### src/rtl/bsg_parallel_in_serial_out_passthrough_dynamic_pkg.sv
// Shared width helpers for the parallel-in serial-out passthrough.
package bsg_parallel_in_serial_out_passthrough_dynamic_pkg;

  // Field width that stays at least one bit, even for a single-element range.
  function automatic int safe_clog2(input int x);
    return (x <= 1) ? 1 : $clog2(x);
  endfunction

endpackage

### src/rtl/bsg_parallel_in_serial_out_passthrough_dynamic_mux.sv
// One-of-els_p word selector over a packed multi-word bus.
module bsg_parallel_in_serial_out_passthrough_dynamic_mux
  import bsg_parallel_in_serial_out_passthrough_dynamic_pkg::*;
  #(parameter int width_p = 8,
    parameter int els_p = 4,
    localparam int lg_els_lp = safe_clog2(els_p))
  (input  logic [els_p*width_p-1:0] data_i,
   input  logic [lg_els_lp-1:0]     sel_i,
   output logic [width_p-1:0]       data_o);

  always_comb begin
    data_o = '0;
    for (int i = 0; i < els_p; i++) begin
      if (sel_i == lg_els_lp'(i)) data_o = data_i[i*width_p +: width_p];
    end
  end

endmodule

### src/rtl/bsg_parallel_in_serial_out_passthrough_dynamic.sv
// Streams one held wide message out as narrow words; the wide input is
// acknowledged in the same cycle its last word is accepted downstream.
module bsg_parallel_in_serial_out_passthrough_dynamic
  import bsg_parallel_in_serial_out_passthrough_dynamic_pkg::*;
  #(parameter int width_p = 8,
    parameter int els_p = 4,
    parameter bit hi_to_lo_p = 1'b0,
    localparam int lg_els_lp = safe_clog2(els_p))
  (input  logic                     clk_i,
   input  logic                     reset_i,
   input  logic                     v_i,
   input  logic [lg_els_lp-1:0]     len_i,
   input  logic [els_p*width_p-1:0] data_i,
   output logic                     ready_and_o,
   output logic                     v_o,
   output logic [width_p-1:0]       data_o,
   output logic                     first_o,
   output logic                     last_o,
   input  logic                     ready_and_i);

  logic [lg_els_lp-1:0] count_q;
  logic [lg_els_lp-1:0] sel;
  logic                 send;

  assign v_o         = v_i;
  assign send        = v_i & ready_and_i;
  assign first_o     = (count_q == '0);
  assign ready_and_o = send & last_o;

  if (els_p == 1) begin : g_single
    // Every message is one word; no counter, and len_i carries no information.
    logic unused_inputs;
    assign unused_inputs = ^{clk_i, reset_i, len_i};
    assign count_q = '0;
    assign last_o  = 1'b1;
    assign sel     = '0;
  end else begin : g_multi
    logic [lg_els_lp-1:0] count_d;

    always_comb begin
      count_d = count_q;
      if (send) count_d = last_o ? '0 : count_q + lg_els_lp'(1);
    end

    always_ff @(posedge clk_i) begin
      if (reset_i) count_q <= '0;
      else         count_q <= count_d;
    end

    assign last_o = (count_q == len_i);
    // Cannot underflow: count_q never passes len_i while a message is held.
    assign sel    = hi_to_lo_p ? (len_i - count_q) : count_q;

`ifndef SYNTHESIS
    a_len_legal: assert property (@(posedge clk_i) disable iff (reset_i)
      v_i |-> (int'(len_i) <= els_p - 1));
    a_input_stable: assert property (@(posedge clk_i) disable iff (reset_i)
      (v_i & ~ready_and_o) |=> ($stable(len_i) && $stable(data_i)));
    a_count_in_range: assert property (@(posedge clk_i) disable iff (reset_i)
      v_i |-> (count_q <= len_i));
`endif
  end

  bsg_parallel_in_serial_out_passthrough_dynamic_mux #(
    .width_p(width_p),
    .els_p  (els_p)
  ) u_mux (
    .data_i(data_i),
    .sel_i (sel),
    .data_o(data_o)
  );

endmodule

### config.mk
export PLATFORM = sky130hd
export DESIGN_NAME = bsg_parallel_in_serial_out_passthrough_dynamic
export DESIGN_NICKNAME = d
export VERILOG_FILES = /design/src/rtl/bsg_parallel_in_serial_out_passthrough_dynamic_pkg.sv /design/src/rtl/bsg_parallel_in_serial_out_passthrough_dynamic_mux.sv /design/src/rtl/bsg_parallel_in_serial_out_passthrough_dynamic.sv
export SDC_FILE = /design/constraint.sdc
export NUM_CORES = 1
export LEC_CHECK = 0
export ABC_AREA = 1
export CAP_MARGIN = 20
export CORE_MARGIN = 2
export CORE_UTILIZATION = 30
export CTS_BUF_LIST = sky130_fd_sc_hd__clkbuf_4 sky130_fd_sc_hd__clkbuf_8 sky130_fd_sc_hd__clkbuf_16
export CTS_CLUSTER_DIAMETER = 120
export DETAILED_ROUTE_END_ITERATION = 10
export HOLD_SLACK_MARGIN = 0.06
export PLACE_DENSITY = 0.78
export SLEW_MARGIN = 20
export SYNTH_ARGS = -nofsm -noshare
export SYNTH_HDL_FRONTEND = slang
export SYNTH_SLANG_ARGS = --single-unit
### constraint.sdc
create_clock -name clk_i -period 1.5 [get_ports clk_i]
set_input_delay 0.3 -clock clk_i [delete_from_list [all_inputs] [get_ports clk_i]]
set_output_delay 0.3 -clock clk_i [all_outputs]
set_load 0.01 [all_outputs]
==> impl_results.md <==
- Run status: finished, violations left
- Failing checks: setup timing
- CTS tree: done
- Sequential-to-total area share from yosys stat: 0.0724
- WL/cell: 10.8 microns
- Placed cells: 183
- Synth area leaders: nand2_1, inv_1, a21oi_1, ha_1, dfxtp_1
- Longest Clk Path Bufs: 2
- Max-Cap Viols: 0
- Leak: 0.631 nW
- CTS H-Tree Depth: 1
- Multi-input logic area: 485 sq um
- WS Path Type: flop to output port
- Max reg flops: 2
- Root Driver: clkbuf_4
- Drt drc: 0
- Clock Latency Late Sink: 0.24 ns
- Worst relative slew slack: 0.814
- RSZ-0062 raised after global routing: yes
- Final hold violation count: 0
- Share of layout cells above drive strength 1: 0.311
- Final Slew Violations: 0
- Vias in the first global route: 737
- Vias/cell: 4.40
- Synth warn: 0
- Hold-fix buffers, CTS: 0
- Top-area cell type share of the netlist area: 0.367
- Final WS setup: -0.213 ns
- Final Routed Wirelength: 2050 microns
- Final setup TNS: -1.61 ns
- Num ports: 50
- Most frequent cells in the layout: nand2_1, clkdlybuf4s50_1, inv_1, buf_2
- TritonRoute pass-1 iters: 4
- Mapped Avg Cell Area: 5.17 sq um
- Critical Path Start Type: flop
- Cell Count, Final, Fillers Out: 189
- Core Rows: 15
- Worst-Margin Slew: 0.279 ns
- # nets final: 208
- Die width: 46.9 microns
- P&R area growth vs syn: 116%
- Initial antenna violation count: 0
- Biggest register: count_q
- Finished Core Util: 0.692
- Post-Synthesis Cells: 107
- CP endpoint kind: output port
- WP data arrival: 1.41 ns
- Vias: 832
- Die height: 46.9 microns
- CP Data Required Time: 1.20 ns
- Hpwl dp: 1460 microns
- Core area: 1730 sq um
- Most common cell after layout, fill and taps aside: nand2_1
- PwrDens: 516 nW/um^2
- Seq. cell area: 45.0 sq um
- Post-synthesis compound-gate area fraction: 0.158
- Simple-gate share of the synthesized area: 0.439
- CTS Buf Count: 3
- Mapped Area: 553 sq um
- Final min period: 1.71 ns
- Sink Count: 2
- Flops & latches, synth: 2
- Xor and xnor area share after synthesis: 0
- Initial DRC count: 8
- Placed Area: 1070 sq um
- Post-synth cell types: 13
- Die Area: 2200 sq um
- Power, Total: 0.000617 W
- Post-synthesis adder-cell area fraction: 0.0905
- Biggest regs: count_q x2
- Worst-case vdd ir drop: 303 uV
- Total gr overflow: 0
- Synth Net Count: 149
- Post-synthesis mux area share: 0
- # setup viols final: 9
- First-pass GRT wire length: 2940 microns
- CP Max Fanout: 8
- Port Buf Inserts: 49
- Initial Utilization: 0.320
- Detail Route Antenna Nets: 0
- Largest net degree at the start of global routing: 17
- Max Freq: 0.584 GHz
- Fill cells: 148
- Part of the cycle the worst path needs: 1.14
- Ant diodes: 0
- Final Instance Area: 1190 sq um
- R2r setup slk: 0.36 ns
- Worst Clk Skew: 0.00315 ns
- Total GRT Usage: 0.190
- Largest area contributor in the netlist: nand2_1
- Min-Delay Path Class: primary input to flop
- Reg clk slew, reported paths: 0.04 ns
- RD Place Congestion: 0.761
- Main combinational cell family by area after synthesis: simple AND/OR/NAND/NOR gates
[per-layer routing]
| metal | share of wire | global-route usage | up-vias |
|---|---|---|---|
| li1 | - | - | 429 |
| met1 | 0.36 | 0.176 | 355 |
| met2 | 0.51 | 0.375 | 40 |
| met3 | 0.10 | 0.0423 | 8 |
| met4 | 0.029 | 0.100 | 0 |
| met5 | 0 | 0 | - |
[layout make-up]
cell class              count  area share
flip-flops and latches      2      0.0377
multi-input cells          80       0.406
repair buffers             60       0.447
inverters                  19      0.0639
well taps                  25      0.0262
clock buffers               3      0.0188
[power by group]
group	switching, W	internal [W]	leakage (nW)
clock	0.0000416	0.0000892	0.0138
sequential	0.00000605	0.0000578	0.0175
combinational	0.000195	0.000228	0.600
[cell families (layout without fill, tap and decap cells)]
family	Yosys count	count (layout)
flops	2	2
fa+ha+maj	4	4
compound gates	16	16
buf+inv	25	82
simple gates	60	60
[critical path, cell delays in order, from the launching register on]
cell	delay, ns
dfxtp_2	0.31
inv_2	0.08
buf_6	0.11
ha_4	0.13
inv_4	0.04
nor2_8	0.12
nand2_1	0.08
nand2_1	0.08
nand2_1	0.05
nand2_1	0.05
buf_2	0.12
[Yosys cell counts]
library cell and n:
a21oi_2 2, nand3_1 1, ha_1 4, buf_8 1
buf_4 1, a21oi_1 14, buf_2 1, nor2_8 1
nor2_1 4, nand2_1 54, buf_6 3, dfxtp_1 2
inv_1 19
[final timing paths]
path                           startpoint                       to  depth (start not counted)
setup / recovery  count_q[1]$_SDFFE_PP0P_                data_o[3]                         10
hold / removal                    reset_i  count_q[0]$_SDFFE_PP0P_                          6
setup reg to reg  count_q[1]$_SDFFE_PP0P_  count_q[1]$_SDFFE_PP0P_                          9
hold reg to reg   count_q[0]$_SDFFE_PP0P_  count_q[0]$_SDFFE_PP0P_                          7
[timing repair]
action	CTS	global route
setup buffers	2	1
setup endpoints to repair	12	10
gates cloned	0	0
gates resized for setup	73	8
pin swaps	4	5
[stage by stage]
stage / hold WS, ns / worst slack, ns
6_report: 0.770 / -0.213
4_1_cts: 0.765 / -0.201
5_1_grt: 0.804 / -0.282
2_1_floorplan: 0.533 / 0.0288
3_5_place_dp: 0.723 / -0.509
3_3_place_gp: 0.721 / -0.483
Note: power is estimated with default switching activity, not from simulation.
==> RTL edit 1 (same settings) <==
The parameter `hi_to_lo_p` goes from 1'b0 to 1'b1.
--- a/src/rtl/bsg_parallel_in_serial_out_passthrough_dynamic.sv
+++ b/src/rtl/bsg_parallel_in_serial_out_passthrough_dynamic.sv
@@ -5,5 +5,5 @@
   #(parameter int width_p = 8,
     parameter int els_p = 4,
-    parameter bit hi_to_lo_p = 1'b0,
+    parameter bit hi_to_lo_p = 1'b1,
     localparam int lg_els_lp = safe_clog2(els_p))
   (input  logic                     clk_i,
Check against the original RTL: not equivalent (a bounded check fails within 4 cycles, from zero or initial values and one cycle with reset_i high).
==> RTL edit 1 against the original RTL <==
- the run still ends with negative setup slack left
- largest cell class unchanged
- power increased by 7.8%
- synthesized cell count decreased by 29%
- routed wire length decreased by 6.3%
- sequential cell count unchanged
- setup slack got worse by 39 ps
- sequential share of layout area decreased by 0.16 points
- critical endpoint is now data_o[2]
- final area decreased by 1.3%
- synthesized area decreased by 18%
- clock skew increased by 7.4 ps
- highest routed layer is now met3
- maximum frequency decreased by 2.2%
==> RTL edit 1: results (changes against the original RTL) <==
run status complete, but fails checks; failing checks negative setup slack; fin cells 162 (-14%); worst-case clock buffer depth 2 (unchanged); H-tree depth 1 (unchanged); Ys Warns 0 (unchanged); GP Congestion 0.7066 (-7.1%); antenna violations before repair 0 (unchanged); FILL cells 101 (-32%); top cells by area, synth nand3_1 (19%), nand2_1 (17%), nand4_1 (11%), nand2_4 (9.9%), dfxtp_1 (8.8%); vias per cell 4.870 (+11%); Tot GR Track Use 22.13% (+3.2 points); vias in the first global route 794 (+7.7%); initial DRC count 18 (+10); static leakage 0.5315 nW (-16%); Distinct cells, synth 19 (+6); PortBufs 49 (unchanged); switching part of the total 38.61% (-0.67 points); slowest stage delay, CP 330 ps (+20 ps); Synth Net Count 116 (-22%); Seq/Total Area, Yosys 8.840% (+1.6 points); CTS buffer count 3 (unchanged); asr flop ratio synth 0% (unchanged); root buf cell clkbuf_4; Worst Skew 10.54 ps (+7.392 ps); share of post-route cells with drive strength above 1 45.21% (+14 points); Worst-path clk slew 40 ps (about the same); Hold WC Path Type reg2reg; pin count of the biggest net entering global routing 9 (-8); Finish-stage setup viols 10 (+1); DRT Pass-1 Iters 4 (unchanged); Commonest cells post-synth nand2_1 (20), nand3_1 (17), nand4_1 (8); Syn Inst Count 76 (-29%); Slowest-stage cell, CP dfxtp_2; worst-path fanout max 4 (-4); ys flop type dfxtp_1; first-pass GRT wire length 3.084 mm (+4.9%); DP Wirelength 1.390 mm (-4.8%); area post-placement 0.001041 mm² (-3.0%); Placed Instances 151 (-17%); worst setup margin -251.1 ps (-38.55 ps); Largest regs count_q (2); worst-case vdd ir drop 0.4138 mV (+37%); Final #Nets 188 (-9.6%); headroom to the max-slew limit 86.65% (+5.3 points); Ant. Diodes 0 (unchanged); clk_lat worst skew 230 ps; Avg WL per Cell 11.85 µm (+9.4%)
==> RTL edit 1: cell count changes in the layout (fill, tap and decap cells not counted), moves of 3 or more <==
cell,unedited run,this run
a21oi_1,8,0
a21oi_2,5,0
inv_1,15,4
a21oi_4,3,0
nand3_1,0,10
nand2_4,0,5
nand4_1,0,8
nor2_1,4,1
nand2_1,48,15
buf_6,4,9
buf_4,8,12
nand3_2,1,8
==> RTL edit 1: final timing paths <==
| path | cells past startpoint | from | end | slack, ps |
|---|---|---|---|---|
| max | 8 | count_q[0] | data_o[2] | -250 |
| min | 2 | count_q[0] | count_q[0] | 560 |
| max reg2reg | 7 | count_q[0] | count_q[0] | 200 |
| min reg2reg | 2 | count_q[0] | count_q[0] | 560 |
==> RTL edit 1: metal layers <==
layer  part of all wire, %  vias to the layer above  global-route usage, %
li1                      -                      402                      -
met1                    41                      345                  24.68
met2                    52                       42                  38.79
met3                   7.2                        0                  3.404
met4                     0                        0                  13.13
met5                     0                        -                      0
==> RTL edit 1: through the flow <==
stage | hold slack, ps | power (W) | util, % | TNS (ps) | worst slack, ps
floorplan | 471.9 | 0.0002396 | - | 0 | 33.79
global placement | 529.4 | 0.0004895 | 71.60 | -9433 | -926.3
detailed placement | 543.3 | 0.0004933 | 71.60 | -9781 | -956.1
CTS | 561.6 | 0.0006519 | 79.00 | -1933 | -214.9
global route | 592.8 | 0.0007145 | 81.15 | -2724 | -310.0
finish | 564.0 | 0.0006651 | 81.15 | -2109 | -251.1
==> RTL edit 1: power groups by stage <==
stage	registers, W	logic [W]	clock network [W]
after floorplan	0.0000620	0.000178	0
after global placement	0.0000615	0.000428	0
after detailed placement	0.0000617	0.000432	0
after CTS	0.0000630	0.000456	0.000133
after global routing	0.0000636	0.000513	0.000138
final	0.0000631	0.000477	0.000125
==> RTL edit 1: final cells by class <==
| type | count | share of cell area (%) |
|---|---|---|
| Multi-Input combinational cell | 63 | 36.80 |
| Tap cell | 16 | 1.697 |
| Sequential cell | 2 | 3.606 |
| Clock buffer | 3 | 1.909 |
| Inverter | 9 | 3.499 |
| Timing Repair inverter | 1 | 0.5302 |
| Timing Repair Buffer | 68 | 51.96 |
==> RTL edit 1: cell families after synthesis <==
group | after synthesis | share of synthesized area, %
and+or+nand+nor | 58 | 69.89
buffers and inverters | 11 | 10.77
AOI/OAI and AO/OA | 3 | 4.972
adders and majority gates | 2 | 5.524
DFF | 2 | 8.840
==> RTL edit 1: critical path, delay by kind of cell (launching register included) <==
family	cells	cell delay, ps
adders and majority gates	1	280
and+or+nand+nor	3	230
buffers and inverters	4	380
DFF	1	330
==> RTL edit 1: timing repair <==
action,CTS,global route
endpoints found under the setup margin,12,11
pin swaps,5,6
gates resized for setup,67,9
buffers inserted,7,1
hold buffers,0,0
gates cloned,1,0
==> RTL edit 2 (config.mk and constraints unchanged) <==
Without the edit above. Reset style: asynchronous (`reset_i`), changed in one clocked block.
--- a/src/rtl/bsg_parallel_in_serial_out_passthrough_dynamic.sv
+++ b/src/rtl/bsg_parallel_in_serial_out_passthrough_dynamic.sv
@@ -43,5 +43,5 @@
     end
 
-    always_ff @(posedge clk_i) begin
+    always_ff @(posedge clk_i or posedge reset_i) begin
       if (reset_i) count_q <= '0;
       else         count_q <= count_d;
Check against the original RTL: differs if reset_i is asserted again (counterexample within 4 cycles, from zero or initial values and one cycle with reset_i high); with reset_i held inactive, the same outputs for 10 cycles.
==> RTL edit 2 against the original RTL <==
- the run still ends with negative setup slack left
- setup slack lost 100 ps
- synthesized area decreased by 2.9%
- hold slack got worse by 530 ps
- final area is 9.5% higher
- maximum frequency decreased by 5.6%
- sequential cell count stayed put
- routed wire length is 21% higher
- core utilization grew 7.4 points
- via count up 8.3%
- critical endpoint is now data_o[7]
Power is not compared: it rests on default switching activity, and its combinational part moved more than twofold at a synthesized area within 25%.
==> RTL edit 2: results (changes against the original RTL) <==
PortBufs 49 (unchanged); Tot GR Track Use 22.04% (+3.1 points); Placed Instances 178 (-2.7%); GP Congestion 0.8941 (+18%); headroom to the max-slew limit 88.05% (+6.6 points); share of post-route cells with drive strength above 1 40.00% (+8.9 points); run status complete, but fails checks; r2r setup slk 190 ps (-170 ps); Hold WC Path Type in2async; vias in the first global route 817 (+11%); top cells by area, synth nand2_1 (32%), a21oi_1 (13%), inv_1 (10%), dfrtp_1 (9.3%), ha_1 (9.3%); antenna violations before repair 0 (unchanged); Syn Inst Count 102 (-4.7%); PostCTS Resize Cnt 76 (+4.1%); Seq/Total Area, Yosys 9.324% (+2.1 points); worst setup margin -313.3 ps (-100.8 ps); final setup TNS -2392 ps (-782.4 ps); hold slack 240.1 ps (-530.2 ps); Final #Nets 209 (+0.48%); worst reg2reg path startpoint count_q[0]; Finish-stage setup viols 10 (+1); Worst-path clk slew 30 ps; failing checks negative setup slack; Synth Net Count 144 (-3.4%); register area 50.05 µm² (+11%); vias per cell 4.742 (+7.7%); pin count of the biggest net entering global routing 10 (-7); routed vias 901 (+8.3%); Synth Area in Adders 9.324% (+0.27 points); FF-to-FF End count_q[0]; first-pass GRT wire length 3.367 mm (+15%); initial DRC count 6 (-2); setup bufs post-CTS 10 (+8); asr flop ratio synth 100.0% (+100 points); met3 Use GR 3.529% (-0.70 points); DP Wirelength 1.538 mm (+5.4%); global routing usage on met1 23.84% (+6.2 points); area post-placement 0.001081 mm² (+0.70%); Distinct cells, synth 12 (-1); Commonest cells post-synth nand2_1 (46), inv_1 (15), a21oi_1 (14); Compound-Gate Fraction of Synth Area 16.32% (+0.48 points); FILL cells 124 (-16%); XOR/XNOR Fraction of Synth Area 0% (unchanged); M2 GR Usage 41.67% (+4.1 points); ys flop type dfrtp_1; clk_lat worst skew 220 ps (-20 ps); worst path arrival time 1510 ps (+100 ps); Routed WL 2.475 mm (+21%)
-- RTL edit 2: cell count changes in the layout (fill, tap and decap cells not counted), moves of 5 or more --
cell / delta
a21oi_2: +5
buf_2: -5
buf_6: +13
nand2_1: -18
nand2_2: +9
nand3_1: +7
-- RTL edit 2: worst max path at each step --
| stage | to | slack, ps | cells past startpoint | from |
|---|---|---|---|---|
| 3_3_place_gp | data_o[0] | -490 | 8 | count_q[1] |
| 3_5_place_dp | data_o[3] | -540 | 8 | count_q[1] |
| 2_1_floorplan | data_o[0] | 3 | 7 | count_q[0] |
| 6_report | data_o[7] | -310 | 8 | count_q[1] |
| 5_1_grt | data_o[3] | -370 | 7 | count_q[0] |
| 4_1_cts | data_o[3] | -290 | 8 | count_q[1] |
-- RTL edit 2: area by class of cell --
type                       count  area share [%]
timing repair buffer          67           50.29
multi-input combinational     77           36.81
inverter                      16           4.971
sequential                     2           3.824
tap                           25           2.390
clock buffer                   3           1.721
-- RTL edit 2: critical path, stage by stage (launching register included) --
cell	delay (ps)
dfrtp_1	400
buf_6	140
ha_4	160
buf_8	140
a21oi_2	120
nand2_1	70
nand2_1	80
nand2_2	50
buf_2	130
-- RTL edit 2: metal layers --
metal / share of wire (%) / up-vias
li1: - / 438
met2: 54 / 56
met3: 8.3 / 8
met1: 34 / 399
met5: 0 / -
met4: 3.5 / 0
-- RTL edit 2: kinds of logic after synthesis --
logic type	Yosys count
simple gates	57
buf+inv	23
compound gates	16
fa+ha+maj	4
flops	2
-- RTL edit 2: where the power goes --
group / internal, W / total, W / switching (W)
combinational: 0.000937 / 0.00181 / 0.000870
sequential: 0.0000747 / 0.000100 / 0.0000256
clock: 0.0000880 / 0.000117 / 0.0000286
